## src/rtl/icache_dm_if.sv

```systemverilog
// Slowmem read bus between the instruction cache (master) and slowmem (slave).
interface icache_dm_if #(
  parameter int unsigned ADDR_W = 16,
  parameter int unsigned DATA_W = 16
);
  logic [ADDR_W-1:0] mem_addr;
  logic              mem_strobe;
  logic              mem_rnotw;
  logic [DATA_W-1:0] mem_rdata;
  logic              mem_mfc;

  modport master (
    output mem_addr,
    output mem_strobe,
    output mem_rnotw,
    input  mem_rdata,
    input  mem_mfc
  );

  modport slave (
    input  mem_addr,
    input  mem_strobe,
    input  mem_rnotw,
    output mem_rdata,
    output mem_mfc
  );
endinterface

```

## src/rtl/icache_dm.sv

```systemverilog
// Direct-mapped instruction cache: zero-latency hit path, single-word fills
// over the slowmem strobe/mfc handshake, store snooping, single-cycle flush and a
// saturating miss counter.
module icache_dm #(
  parameter int unsigned ADDR_W  = 16,
  parameter int unsigned DATA_W  = 16,
  parameter int unsigned INDEX_W = 3,
  parameter int unsigned CNT_W   = 16
) (
  input  logic              clk,
  input  logic              reset,
  // Fetch side
  input  logic              req_valid,
  input  logic [ADDR_W-1:0] req_addr,
  output logic [DATA_W-1:0] instr,
  output logic              hit,
  output logic              busy,
  // Maintenance
  input  logic              flush,
  input  logic              snoop_we,
  input  logic [ADDR_W-1:0] snoop_addr,
  input  logic [DATA_W-1:0] snoop_data,
  // Slowmem
  icache_dm_if.master       mem,
  // Performance
  output logic [CNT_W-1:0]  miss_count
);

  localparam int unsigned LINES = 1 << INDEX_W;
  localparam int unsigned TAG_W = ADDR_W - INDEX_W;

  typedef enum logic [1:0] {StIdle, StReq, StWait} state_e;

  state_e            state_q, state_d;
  logic [LINES-1:0]  valid_q, valid_d;
  logic [TAG_W-1:0]  tag_q  [LINES];
  logic [DATA_W-1:0] data_q [LINES];
  logic [ADDR_W-1:0] fill_addr_q, fill_addr_d;
  logic [ADDR_W-1:0] mem_addr_q, mem_addr_d;
  logic              strobe_q, strobe_d;
  logic              drop_q, drop_d;
  logic [CNT_W-1:0]  miss_q, miss_d;

  logic [INDEX_W-1:0] req_idx, fill_idx, snoop_idx;
  logic [TAG_W-1:0]   req_tag, fill_tag, snoop_tag;
  logic               install;
  logic               snoop_hit;
  logic               snoop_to_fill;
  logic               snoop_upd;

  assign req_idx   = req_addr[INDEX_W-1:0];
  assign req_tag   = req_addr[ADDR_W-1:INDEX_W];
  assign fill_idx  = fill_addr_q[INDEX_W-1:0];
  assign fill_tag  = fill_addr_q[ADDR_W-1:INDEX_W];
  assign snoop_idx = snoop_addr[INDEX_W-1:0];
  assign snoop_tag = snoop_addr[ADDR_W-1:INDEX_W];

  // Hit path is purely combinational from the request and the arrays.
  assign hit   = req_valid & valid_q[req_idx] & (tag_q[req_idx] == req_tag);
  assign instr = data_q[req_idx];
  assign busy  = (state_q != StIdle);

  assign mem.mem_addr   = mem_addr_q;
  assign mem.mem_strobe = strobe_q;
  assign mem.mem_rnotw  = 1'b1;
  assign miss_count     = miss_q;

  // A store updates a resident line only; flush suppresses it.
  assign snoop_hit     = snoop_we & valid_q[snoop_idx] & (tag_q[snoop_idx] == snoop_tag);
  // A store to the very word being filled overrides the (stale) slowmem data.
  assign snoop_to_fill = snoop_we & (snoop_addr == fill_addr_q);
  assign snoop_upd     = snoop_hit & ~flush & ~(install & (snoop_idx == fill_idx));

  // Next-state logic: fill FSM, drop flag, miss counter and valid bits.
  always_comb begin
    state_d     = state_q;
    fill_addr_d = fill_addr_q;
    mem_addr_d  = mem_addr_q;
    strobe_d    = 1'b0;
    drop_d      = drop_q;
    miss_d      = miss_q;
    install     = 1'b0;

    // Flush during a fill: let it finish on mfc but discard the data.
    if (flush && state_q != StIdle) begin
      drop_d = 1'b1;
    end

    unique case (state_q)
      StIdle: begin
        if (req_valid && !hit && !flush) begin
          fill_addr_d = req_addr;
          mem_addr_d  = req_addr;
          strobe_d    = 1'b1;
          if (miss_q != {CNT_W{1'b1}}) begin
            miss_d = miss_q + CNT_W'(1);
          end
          state_d = StReq;
        end
      end
      StReq: begin
        state_d = StWait;
      end
      StWait: begin
        if (mem.mem_mfc) begin
          install = ~drop_q & ~flush;
          drop_d  = 1'b0;
          state_d = StIdle;
        end
      end
      default: begin
        state_d = StIdle;
      end
    endcase

    valid_d = valid_q;
    if (flush) begin
      valid_d = '0;
    end else if (install) begin
      valid_d[fill_idx] = 1'b1;
    end
  end

  // Control state with asynchronous reset.
  always_ff @(posedge clk or posedge reset) begin
    if (reset) begin
      state_q     <= StIdle;
      valid_q     <= '0;
      fill_addr_q <= '0;
      mem_addr_q  <= '0;
      strobe_q    <= 1'b0;
      drop_q      <= 1'b0;
      miss_q      <= '0;
    end else begin
      state_q     <= state_d;
      valid_q     <= valid_d;
      fill_addr_q <= fill_addr_d;
      mem_addr_q  <= mem_addr_d;
      strobe_q    <= strobe_d;
      drop_q      <= drop_d;
      miss_q      <= miss_d;
    end
  end

  // Tag/data arrays: fill install and snoop update; contents are qualified by valid.
  always_ff @(posedge clk) begin
    if (install) begin
      tag_q[fill_idx]  <= fill_tag;
      data_q[fill_idx] <= snoop_to_fill ? snoop_data : mem.mem_rdata;
    end
    if (snoop_upd) begin
      data_q[snoop_idx] <= snoop_data;
    end
  end

endmodule

```

## src/flat_wrapper.sv

```systemverilog
// flat-port wrapper written by rule: the top's interface ports become plain ports
module icache_dm_flat 
#(
  parameter int unsigned ADDR_W  = 16,
  parameter int unsigned DATA_W  = 16,
  parameter int unsigned INDEX_W = 3,
  parameter int unsigned CNT_W   = 16
)
  (clk, reset, req_valid, req_addr, instr, hit, busy, flush, snoop_we, snoop_addr, snoop_data, miss_count, mem_mem_addr, mem_mem_strobe, mem_mem_rnotw, mem_mem_rdata, mem_mem_mfc);
  icache_dm_if #(.ADDR_W(ADDR_W), .DATA_W(DATA_W)) mem_i ();
  input  logic clk;
  input  logic reset;
  input  logic req_valid;
  input  logic [ADDR_W-1:0] req_addr;
  output logic [DATA_W-1:0] instr;
  output logic hit;
  output logic busy;
  input  logic flush;
  input  logic snoop_we;
  input  logic [ADDR_W-1:0] snoop_addr;
  input  logic [DATA_W-1:0] snoop_data;
  output logic [CNT_W-1:0] miss_count;
  output wire logic [$bits(mem_i.mem_addr)-1:0] mem_mem_addr;
  output wire logic [$bits(mem_i.mem_strobe)-1:0] mem_mem_strobe;
  output wire logic [$bits(mem_i.mem_rnotw)-1:0] mem_mem_rnotw;
  input wire logic [$bits(mem_i.mem_rdata)-1:0] mem_mem_rdata;
  input wire logic [$bits(mem_i.mem_mfc)-1:0] mem_mem_mfc;
  assign mem_mem_addr = mem_i.mem_addr;
  assign mem_mem_strobe = mem_i.mem_strobe;
  assign mem_mem_rnotw = mem_i.mem_rnotw;
  assign mem_i.mem_rdata = mem_mem_rdata;
  assign mem_i.mem_mfc = mem_mem_mfc;
  icache_dm #(.ADDR_W(ADDR_W), .DATA_W(DATA_W), .INDEX_W(INDEX_W), .CNT_W(CNT_W)) u_core (.clk(clk), .reset(reset), .req_valid(req_valid), .req_addr(req_addr), .instr(instr), .hit(hit), .busy(busy), .flush(flush), .snoop_we(snoop_we), .snoop_addr(snoop_addr), .snoop_data(snoop_data), .mem(mem_i), .miss_count(miss_count));
endmodule
```

## config.mk

```make
export PLATFORM = sky130hd
export DESIGN_NAME = icache_dm_flat
export DESIGN_NICKNAME = d
export VERILOG_FILES = /design/src/rtl/icache_dm_if.sv /design/src/rtl/icache_dm.sv /design/src/flat_wrapper.sv
export SDC_FILE = /design/constraint.sdc
export NUM_CORES = 1
export LEC_CHECK = 0
export BUFFER_PORTS_ARGS = -buffer_cell sky130_fd_sc_hd__clkbuf_2
export CORE_UTILIZATION = 55
export CTS_BUF_LIST = sky130_fd_sc_hd__clkbuf_4
export DETAILED_ROUTE_END_ITERATION = 6
export PLACE_DENSITY = 0.74
export SLEW_MARGIN = 40
export SYNTH_ARGS = -nofsm -noshare
export SYNTH_HDL_FRONTEND = slang
export SYNTH_SLANG_ARGS = --single-unit
```

## constraint.sdc

```tcl
create_clock -name clk -period 3.95 [get_ports clk]
set_clock_uncertainty 0.05 [all_clocks]
set_input_delay 0.395 -clock clk [delete_from_list [all_inputs] [get_ports clk]]
set_output_delay 0.395 -clock clk [all_outputs]
set_load 0.02 [all_outputs]
```

==> results of run 1 <==
## cells in the mapped netlist, types with 6 or more instances
master    number  share of area [%]
a21oi_1        9               0.32
a221oi_1      11               0.68
a22o_1         8               0.50
and2_1         7               0.31
and3_1        11               0.49
buf_2         19               0.67
clkbuf_1      18               0.48
dfrtp_1       44                7.8
edfxtp_1     232                 49
inv_1          8               0.21
mux2_1        12               0.96
mux2_2       172                 14
mux2_4        10                1.1
mux2i_1       41                2.9
mux4_2        57                9.1
nand2_1       10               0.27
nand2b_1       6               0.27
nand3_1       16               0.57
nand4_1       10               0.44
nor2_1        26               0.69
nor2b_1       13               0.58
nor4_4         7                1.1
o21ai_0        7               0.25
or2_2          7               0.31
xnor2_1       29                1.8
xor2_1        21                1.3
## state kept, by name, indices dropped and copies added, names as in the netlist
signal                 flops
u_core.data_q            128
u_core.drop_q              1
u_core.fill_addr_q        16
u_core.mem.mem_strobe      1
u_core.miss_count         16
u_core.state_q             2
u_core.tag_q             104
u_core.valid_q             8
## worst max path at each step
stage | endpoint | slack (ns) | cells past startpoint
global route | u_core.data_q[6][10]$_DFFE_PP_ | 0.23 | 11
global placement | u_core.data_q[4][9]$_DFFE_PP_ | 0.16 | 11
floorplan | u_core.data_q[3][0]$_DFFE_PP_ | 0.03 | 11
finish | u_core.data_q[2][0]$_DFFE_PP_ | 0.37 | 11
detailed placement | u_core.fill_addr_q[10]$_DFFE_PP0P_ | 0.13 | 11
CTS | u_core.data_q[4][7]$_DFFE_PP_ | 0.37 | 11
## power breakdown
part           internal [mW]  total (mW)  switching (mW)
logic                  0.414       0.919           0.504
registers               3.34        3.53           0.184
clock network           1.44        2.59            1.15
total                   5.19        7.03            1.84
## stage by stage
stage                     instance area [µm²]  total power, mW  worst slack, ns  utilization (%)  hold slack (ns)
after global placement                  15500             4.47            0.159             61.7            0.428
after detailed placement                15500             4.49            0.133             61.7            0.442
final                                   16700             7.03            0.369             66.1           0.0541
after floorplan                         14100             4.13           0.0322                -            0.428
after CTS                               16600             7.10            0.372             66.1          0.00875
after global routing                    16700             7.34            0.232             66.1           0.0463
## routing by layer
| metal | track usage, % | wire length [µm] |
|---|---|---|
| met1 | 37.6 | 14700 |
| met2 | 44.0 | 16800 |
| met3 | 6.51 | 2740 |
| met4 | 10.7 | 881 |
| met5 | 0 | 0 |
## logic make-up (layout without fill, tap and decap cells)
| group | Yosys count | after routing | share of synthesized area, % |
|---|---|---|---|
| compound gates | 63 | 63 | 3.57 |
| xor+xnor | 50 | 50 | 3.10 |
| fa+ha+maj | 1 | 1 | 0.0886 |
| buf+inv | 60 | 328 | 2.11 |
| flops | 276 | 276 | 57.2 |
| mux | 292 | 292 | 27.7 |
| other cells | 1 | 3 | 0.0266 |
| simple gates | 136 | 136 | 6.19 |
## area by class of cell
type | count | share of cell area (%)
Antenna cell | 2 | 0.0301
Clock buffer | 107 | 4.82
Clock inverter | 17 | 0.924
Inverter | 10 | 0.240
Multi-Input combinational cell | 543 | 34.7
Sequential cell | 276 | 48.4
Tap cell | 330 | 2.48
Timing Repair Buffer | 194 | 8.38
## tightest hold or removal path, cell delays in order
cell and delay, ns:
clkbuf_2 0.12, inv_1 0.12, a2111oi_0 0.09
==> flow_metrics.py, run 1 <==
metrics = {
    "status": {
        "status": "complete, no violations",
    },
    "setup_path": {
        "reg2reg_from": "u_core.tag_q[2][11]$_DFFE_PP_",
        "cp_slowest_cell": "mux4_2",
        "arrival_ns": 3.92,
        "worstPathRequired_ns": 4.29,
        "start_kind": "register",
        "r2r_setup_slack_ns": 0.37,
        "cp_common_cell": "buf_4",
        "cp_num_buf_inv": 3,
        "worstReg2RegEnd": "u_core.data_q[2][0]$_DFFE_PP_",
        "crit_type": "register to register",
        "worst_setup_path_end_kind": "register",
        "critical_path.top_delay_family": "simple AND/OR/NAND/NOR gates",
        "ff2ff_path_depth": 11,
        "crit_chain": "mux4_2 > mux2i_1 > buf_4 > xnor2_1 > nor4b_2 > nand3_1 > or4_1 > buf_4 > nor4_4 > buf_4 > mux2_2",
        "cpPeakStageDelay_ns": 0.47,
        "startpoint": "u_core.tag_q[2][11]$_DFFE_PP_",
        "crit_fanout": 7,
    },
    "die": {
        "core_area_mm2": 0.0252,
        "die_x_um": 162,
        "die_y_um": 162,
        "start_util_pct": 56.0,
        "die-area_mm2": 0.0263,
        "ios": 122,
        "num_rows": 58,
    },
    "clocking": {
        "cts_hold_buf": 14,
        "cts_tree": "built",
        "cts_buffers": 73,
        "clk_path_buf_depth": 3,
        "postCtsSetupRepairBufs": 0,
        "clkTransAtPathRegs_ns": 0.06,
        "root_buffer": "clkbuf_4",
        "clk_latency_ns": 0.68,
        "cts_resized": 0,
        "htreeDepth": 3,
        "clkSinkCount": 276,
    },
    "hold_path": {
        "hold_depth": 3,
        "hold_path_end": "u_core.mem.mem_strobe$_DFF_PP0_",
        "hold_class": "input pin to register",
        "hold_start": "req_valid",
    },
    "placement": {
        "placedCellCount": 1338,
        "gp_congestion": 0.862,
        "numPortBuffers": 120,
        "dp_hpwl_um": 23000,
    },
    "finish": {
        "fin_nets": 1169,
        "drive_above_1_share_pct": 49.2,
        "instances_no_fill": 1479,
        "multi_input_area_mm2": 0.00577,
        "fillers": 1756,
        "area_growth_pct": 18.0,
        "final_cell_mix": "232 x edfxtp_1, 172 x mux2_2, 118 x clkbuf_2",
        "regArea_mm2": 0.00807,
        "mostFrequentLayoutCell": "edfxtp_1",
    },
    "global_routing": {
        "grt_pass1_vias": 9375,
        "grt_pass1_wl_um": 54200,
        "antenna_found_initial": 2,
        "gr-total-overflow": 0,
        "grtUsageTotal_pct": 27.8,
        "grt_max_degree": 45,
    },
    "detailed_routing": {
        "vias": 9063,
        "drtPass1Iterations": 7,
        "routedWlPerCell_um": 23.7,
        "drt-total-wl_um": 35100,
        "viasPerCell": 6.13,
        "ant_nets": 0,
        "drc": 0,
        "drtIter0Drc": 828,
    },
    "yosys": {
        "synthFlopType": "edfxtp_1",
        "netlist_instances": 879,
        "avgSynthCellArea_um2": 16.1,
        "synth_edf_count": 232,
        "syn-num-nets": 950,
        "ys_async_sr_fraction_pct": 15.9,
        "ys_ff_latch": 276,
        "yosysSeqAreaShare_pct": 57.2,
        "ys_types": 62,
        "synth_area_mm2": 0.0141,
        "synth-warning-count": 0,
    },
    "power_and_ir_drop": {
        "power_density_mw_per_mm2": 422,
        "p_leak_nw": 6.22,
        "irDropWorstVdd_uv": 368,
    },
    "job": {
        "maxCapViolCount": 0,
    },
    "timing": {
        "post-route-period-util_pct": 90.7,
        "slew_headroom_pct": 49.6,
        "fmaxAchievable_mhz": 279,
        "grt_setup_unrepaired": "no",
        "setup_viol": 0,
        "finalSetupTns_ns": 0,
        "slew_viol_final": 0,
        "worst_pin_slew_ns": 0.755,
        "period_minus_slack_ns": 3.58,
        "hold_violations": 0,
    },
}
Note: power is estimated with default switching activity, not from simulation.
==> run 2, diff against run 1 <==
--- a/config.mk
+++ b/config.mk
@@ -10,6 +10,7 @@
 export CTS_BUF_LIST = sky130_fd_sc_hd__clkbuf_4
 export DETAILED_ROUTE_END_ITERATION = 6
 export PLACE_DENSITY = 0.74
+export RECOVER_POWER = 25
 export SLEW_MARGIN = 40
 export SYNTH_ARGS = -nofsm -noshare
 export SYNTH_HDL_FRONTEND = slang
==> run 2 against run 1 <==
Compared with the run above:
- the run now ends with capacitance limit, slew limit left
- largest power group unchanged
- final area about the same
- count of clock-buffer cells in the layout unchanged
- cell count unchanged
- setup slack got worse by 0.013 ns
- routed wire length increased by 0.28%
- non-clock buffer count unchanged
==> flow_metrics.py, run 2 (same netlist as run 1, synthesis figures left out) <==
metrics = {
    "status": {
        "status": "finished with violations",
        "violations": "capacitance limit, slew limit",
    },
    "setup_path": {
        "crit_type": "register to register",
        "cpPeakStageDelay_ns": 0.49,
        "cp_common_cell": "buf_4",
        "r2r_setup_slack_ns": 0.36,
        "start_kind": "register",
        "cp_slowest_cell": "mux4_2",
        "crit_fanout": 7,
        "cp_num_buf_inv": 3,
        "worstPathRequired_ns": 4.29,
        "reg2reg_from": "u_core.tag_q[6][11]$_DFFE_PP_",
        "worst_setup_path_end_kind": "register",
        "critical_path.top_delay_family": "simple AND/OR/NAND/NOR gates",
        "startpoint": "u_core.tag_q[6][11]$_DFFE_PP_",
        "arrival_ns": 3.93,
        "crit_chain": "mux4_2 > mux2i_1 > buf_4 > xnor2_1 > nor4b_2 > nand3_1 > or4_1 > buf_4 > nor4_4 > buf_4 > mux2_2",
    },
    "finish": {
        "final_cell_mix": "232 x edfxtp_1, 172 x mux2_2, 118 x clkbuf_2",
        "mostFrequentLayoutCell": "edfxtp_1",
        "drive_above_1_share_pct": 49.2,
        "top_regs": "u_core.data_q x128, u_core.tag_q x104",
        "largest-register": "u_core.data_q",
        "multi_input_area_mm2": 0.00577,
        "instances_no_fill": 1479,
        "regArea_mm2": 0.00807,
        "fin_nets": 1169,
        "fillers": 1756,
        "area_growth_pct": 18.0,
        "largest_register_ffs": 128,
    },
    "die": {
        "num_rows": 58,
        "start_util_pct": 56.0,
        "core_area_mm2": 0.0252,
        "ios": 122,
        "die-area_mm2": 0.0263,
        "die_y_um": 162,
        "die_x_um": 162,
    },
    "global_routing": {
        "grtUsageTotal_pct": 27.8,
        "antenna_found_initial": 2,
        "grt_pass1_vias": 9375,
        "grt_pass1_wl_um": 54200,
        "grt_max_degree": 45,
        "gr-total-overflow": 0,
    },
    "hold_path": {
        "hold_start": "req_valid",
        "hold_class": "input pin to register",
    },
    "clocking": {
        "clk_path_buf_depth": 3,
        "clk_latency_ns": 0.68,
        "cts_resized": 0,
        "htreeDepth": 3,
        "cts_hold_buf": 14,
        "cts_buffers": 73,
        "postCtsSetupRepairBufs": 0,
        "cts_tree": "built",
        "clkSinkCount": 276,
        "root_buffer": "clkbuf_4",
        "clkTransAtPathRegs_ns": 0.06,
    },
    "power_and_ir_drop": {
        "p_total_mw": 7.04,
        "irDropWorstVdd_uv": 368,
        "p_leak_nw": 6.22,
        "power_density_mw_per_mm2": 423,
    },
    "placement": {
        "numPortBuffers": 120,
        "gp_congestion": 0.862,
        "dp_hpwl_um": 23000,
        "pre_cts_slack_ns": 0.133,
        "placedCellCount": 1338,
    },
    "timing": {
        "setup_viol": 0,
        "worst_pin_slew_ns": 2.30,
        "slew_headroom_pct": -53.9,
        "worst_slack_ns": 0.357,
        "slew_viol_final": 45,
        "whs_ns": 0.0505,
        "period_minus_slack_ns": 3.59,
        "post-route-period-util_pct": 91.0,
        "fmaxAchievable_mhz": 278,
        "finalSetupTns_ns": 0,
        "hold_violations": 0,
        "grt_setup_unrepaired": "no",
    },
    "detailed_routing": {
        "drtIter0Drc": 866,
        "drc": 0,
        "drtPass1Iterations": 5,
        "ant_nets": 0,
        "drt-total-wl_um": 35200,
        "vias": 9066,
        "viasPerCell": 6.13,
        "routedWlPerCell_um": 23.8,
    },
    "job": {
        "maxCapViolCount": 1,
    },
}
[run 2: final timing paths]
check	to	cells after the start
min in group asynchronous	u_core.miss_count[10]$_DFFE_PP0P_	3
hold reg to reg	u_core.miss_count[6]$_DFFE_PP0P_	1
hold / removal	u_core.mem.mem_strobe$_DFF_PP0_	3
max in group asynchronous	u_core.drop_q$_DFF_PP0_	3
setup / recovery	u_core.data_q[2][0]$_DFFE_PP_	11
setup reg to reg	u_core.data_q[2][0]$_DFFE_PP_	11
[run 2: power breakdown]
part           internal, mW  switching [mW]
Sequential             3.34           0.184
Combinational         0.414           0.504
Clock                  1.44            1.15
[run 2: final cells by class]
type / count / area share [%]
Antenna cell: 2 / 0.0301
Clock buffer: 107 / 4.82
Clock inverter: 17 / 0.924
Inverter: 10 / 0.233
Multi-Input combinational cell: 543 / 34.7
Sequential cell: 276 / 48.4
Tap cell: 330 / 2.48
Timing Repair Buffer: 194 / 8.39
[run 2: worst min-delay path, stage by stage]
cell and delay (ns):
clkbuf_2 0.12, inv_1 0.12, a2111oi_0 0.09
[run 2: metal layers]
metal / part of all wire, % / vias to the layer above / track usage, %
met2: 48 / 399 / 44.0
li1: - / 4014 / -
met5: 0 / - / 0
met4: 2.5 / 0 / 10.7
met1: 42 / 4590 / 37.6
met3: 8.0 / 63 / 6.51
[run 2: metrics by stage]
step / instance area [µm²] / utilization (%)
global placement: 15500 / 61.7
CTS: 16600 / 66.1
finish: 16700 / 66.1
global route: 16700 / 66.1
floorplan: 14100 / -
detailed placement: 15500 / 61.7
==> run 3, diff against run 2 <==
--- a/config.mk
+++ b/config.mk
@@ -5,7 +5,7 @@
 export SDC_FILE = /design/constraint.sdc
 export NUM_CORES = 1
 export LEC_CHECK = 0
-export BUFFER_PORTS_ARGS = -buffer_cell sky130_fd_sc_hd__clkbuf_2
+export BUFFER_PORTS_ARGS = -buffer_cell sky130_fd_sc_hd__buf_2
 export CORE_UTILIZATION = 55
 export CTS_BUF_LIST = sky130_fd_sc_hd__clkbuf_4
 export DETAILED_ROUTE_END_ITERATION = 6
==> run 3 against run 2 <==
Compared with the run above:
- the run still ends with capacitance limit, slew limit left
- flip-flop and latch count unchanged
- count of clock-buffer cells in the layout is 7 higher
- die area unchanged
- setup slack got worse by 0.073 ns
- register-to-register slack improved by 0.07 ns
- hold slack improved by 0.0023 ns
- first-iteration DRC count down 4.4%
- non-clock buffer count is 2 lower
- combinational power fell by 0.8%
- cell count hardly changed
- global-route usage down 0.073 points
- power fell by 0.22%
==> flow_metrics.py, run 3 (same netlist as run 1, synthesis figures left out) <==
metrics = {
    "global_routing": {
        "grtUsageTotal_pct": 27.8,
        "grt_pass1_vias": 9227,
        "gr-total-overflow": 0,
        "grt_max_degree": 45,
        "grt_pass1_wl_um": 53900,
        "antenna_found_initial": 1,
    },
    "finish": {
        "top_regs": "u_core.data_q x128, u_core.tag_q x104",
        "fin_nets": 1168,
        "mostFrequentLayoutCell": "edfxtp_1",
        "fillers": 1802,
        "final_cell_mix": "232 x edfxtp_1, 172 x mux2_2, 118 x buf_2",
        "largest_register_ffs": 128,
        "multi_input_area_mm2": 0.00577,
        "drive_above_1_share_pct": 49.1,
        "largest-register": "u_core.data_q",
        "area_growth_pct": 17.9,
        "regArea_mm2": 0.00807,
        "instances_no_fill": 1478,
    },
    "placement": {
        "placedCellCount": 1337,
        "numPortBuffers": 120,
        "dp_hpwl_um": 22200,
        "gp_congestion": 0.896,
    },
    "clocking": {
        "cts_tree": "built",
        "cts_resized": 0,
        "postCtsSetupRepairBufs": 0,
        "clk_path_buf_depth": 3,
        "clk_latency_ns": 0.68,
        "clkSinkCount": 276,
        "cts_buffers": 74,
        "root_buffer": "clkbuf_4",
        "htreeDepth": 3,
        "clkTransAtPathRegs_ns": 0.06,
    },
    "power_and_ir_drop": {
        "power_density_mw_per_mm2": 422,
        "p_leak_nw": 6.20,
        "irDropWorstVdd_uv": 310,
    },
    "setup_path": {
        "worst_setup_path_end_kind": "output port",
        "crit_type": "register to output port",
        "ff2ff_path_depth": 10,
        "start_kind": "register",
        "worstPathRequired_ns": 3.50,
        "cp_slowest_cell": "mux4_2",
        "cpPeakStageDelay_ns": 0.47,
        "crit_chain": "mux4_2 > mux2i_1 > xor2_1 > o2111ai_1 > nor4_1 > buf_4 > and2_1 > buf_2",
        "crit_fanout": 3,
        "arrival_ns": 3.22,
    },
    "die": {
        "ios": 122,
        "die-area_mm2": 0.0263,
        "die_x_um": 162,
        "start_util_pct": 56.0,
        "num_rows": 58,
        "core_area_mm2": 0.0252,
        "die_y_um": 162,
    },
    "timing": {
        "worst_pin_slew_ns": 2.22,
        "period_minus_slack_ns": 3.67,
        "finalSetupTns_ns": 0,
        "fmaxAchievable_mhz": 273,
        "hold_violations": 0,
        "post-route-period-util_pct": 92.8,
        "setup_viol": 0,
        "slew_headroom_pct": -48.8,
        "grt_setup_unrepaired": "no",
        "slew_viol_final": 45,
    },
    "detailed_routing": {
        "drtPass1Iterations": 5,
        "drt-total-wl_um": 35000,
        "ant_nets": 0,
        "drtIter0Drc": 828,
        "viasPerCell": 6.06,
        "vias": 8953,
        "routedWlPerCell_um": 23.7,
        "drc": 0,
    },
    "hold_path": {
        "hold_depth": 3,
        "hold_class": "input pin to register",
    },
    "status": {
        "violations": "capacitance limit, slew limit",
        "status": "finished with violations",
    },
    "job": {
        "maxCapViolCount": 1,
    },
}
## run 3: changes by cell type in the layout (fill, tap and decap cells not counted), sizes merged
cell / previous run / this run
diode: 2 / 1
inv: 10 / 11
buf: 61 / 178
clkbuf: 226 / 114
bufinv: 3 / 2
clkinv: 12 / 7
## run 3: per-layer routing
metal  GRT usage (%)  vias up  share of wire (%)
met1            39.7     4495                 42
met3            5.44       54                8.4
met5               0        -                  0
met4            8.06        0                1.6
li1                -     4004                  -
met2            43.4      400                 48
## run 3: layout make-up
cell class	instances	area share, %
antenna	1	0.0150
clock buffer	114	5.14
clock inverter	12	0.609
inverter	10	0.233
multi-input combinational	543	34.7
sequential	276	48.5
tap	330	2.48
timing repair buffer	192	8.30
## run 3: what timing repair did
| action | in CTS | in global routing |
|---|---|---|
| hold buffers | 14 | 0 |
| endpoints found under the hold margin | 57 | 0 |
| setup endpoints to repair | 0 | 0 |
## run 3: through the flow
stage               area (µm²)  util, %  hold WS, ns  total power, mW  worst slack (ns)
floorplan                14100        -        0.428             4.13            0.0322
global placement         15500     61.7        0.422             4.46             0.144
detailed placement       15500     61.7        0.429             4.48            0.0838
CTS                      16600     66.1      0.00329             7.07             0.263
global route             16600     66.1       0.0245             7.32             0.122
finish                   16600     66.1       0.0528             7.02             0.284
## run 3: critical path: cells and delay by family (launching register included)
family          cells  cell delay (ns)
simple gates        2             0.56
mux                 2             0.66
xor+xnor            1             0.36
flops               1             0.41
buf+inv             2             0.38
compound gates      1             0.19
## run 3: final timing paths
| path | start | endpoint | slack, ns |
|---|---|---|---|
| min in group asynchronous | reset | u_core.miss_count[6]$_DFFE_PP0P_ | 0.81 |
| max in group asynchronous | reset | u_core.valid_q[3]$_DFFE_PP0P_ | 2.02 |
| min reg2reg | u_core.miss_count[11]$_DFFE_PP0P_ | u_core.miss_count[11]$_DFFE_PP0P_ | 0.44 |
| max reg2reg | u_core.tag_q[4][11]$_DFFE_PP_ | u_core.data_q[1][5]$_DFFE_PP_ | 0.43 |
| max | u_core.tag_q[7][2]$_DFFE_PP_ | hit | 0.28 |
| min | req_valid | u_core.mem.mem_strobe$_DFF_PP0_ | 0.05 |
## run 3: power by group
| part | switching (mW) | internal [mW] |
|---|---|---|
| combinational | 0.498 | 0.414 |
| clock | 1.15 | 1.43 |
| sequential | 0.180 | 3.34 |
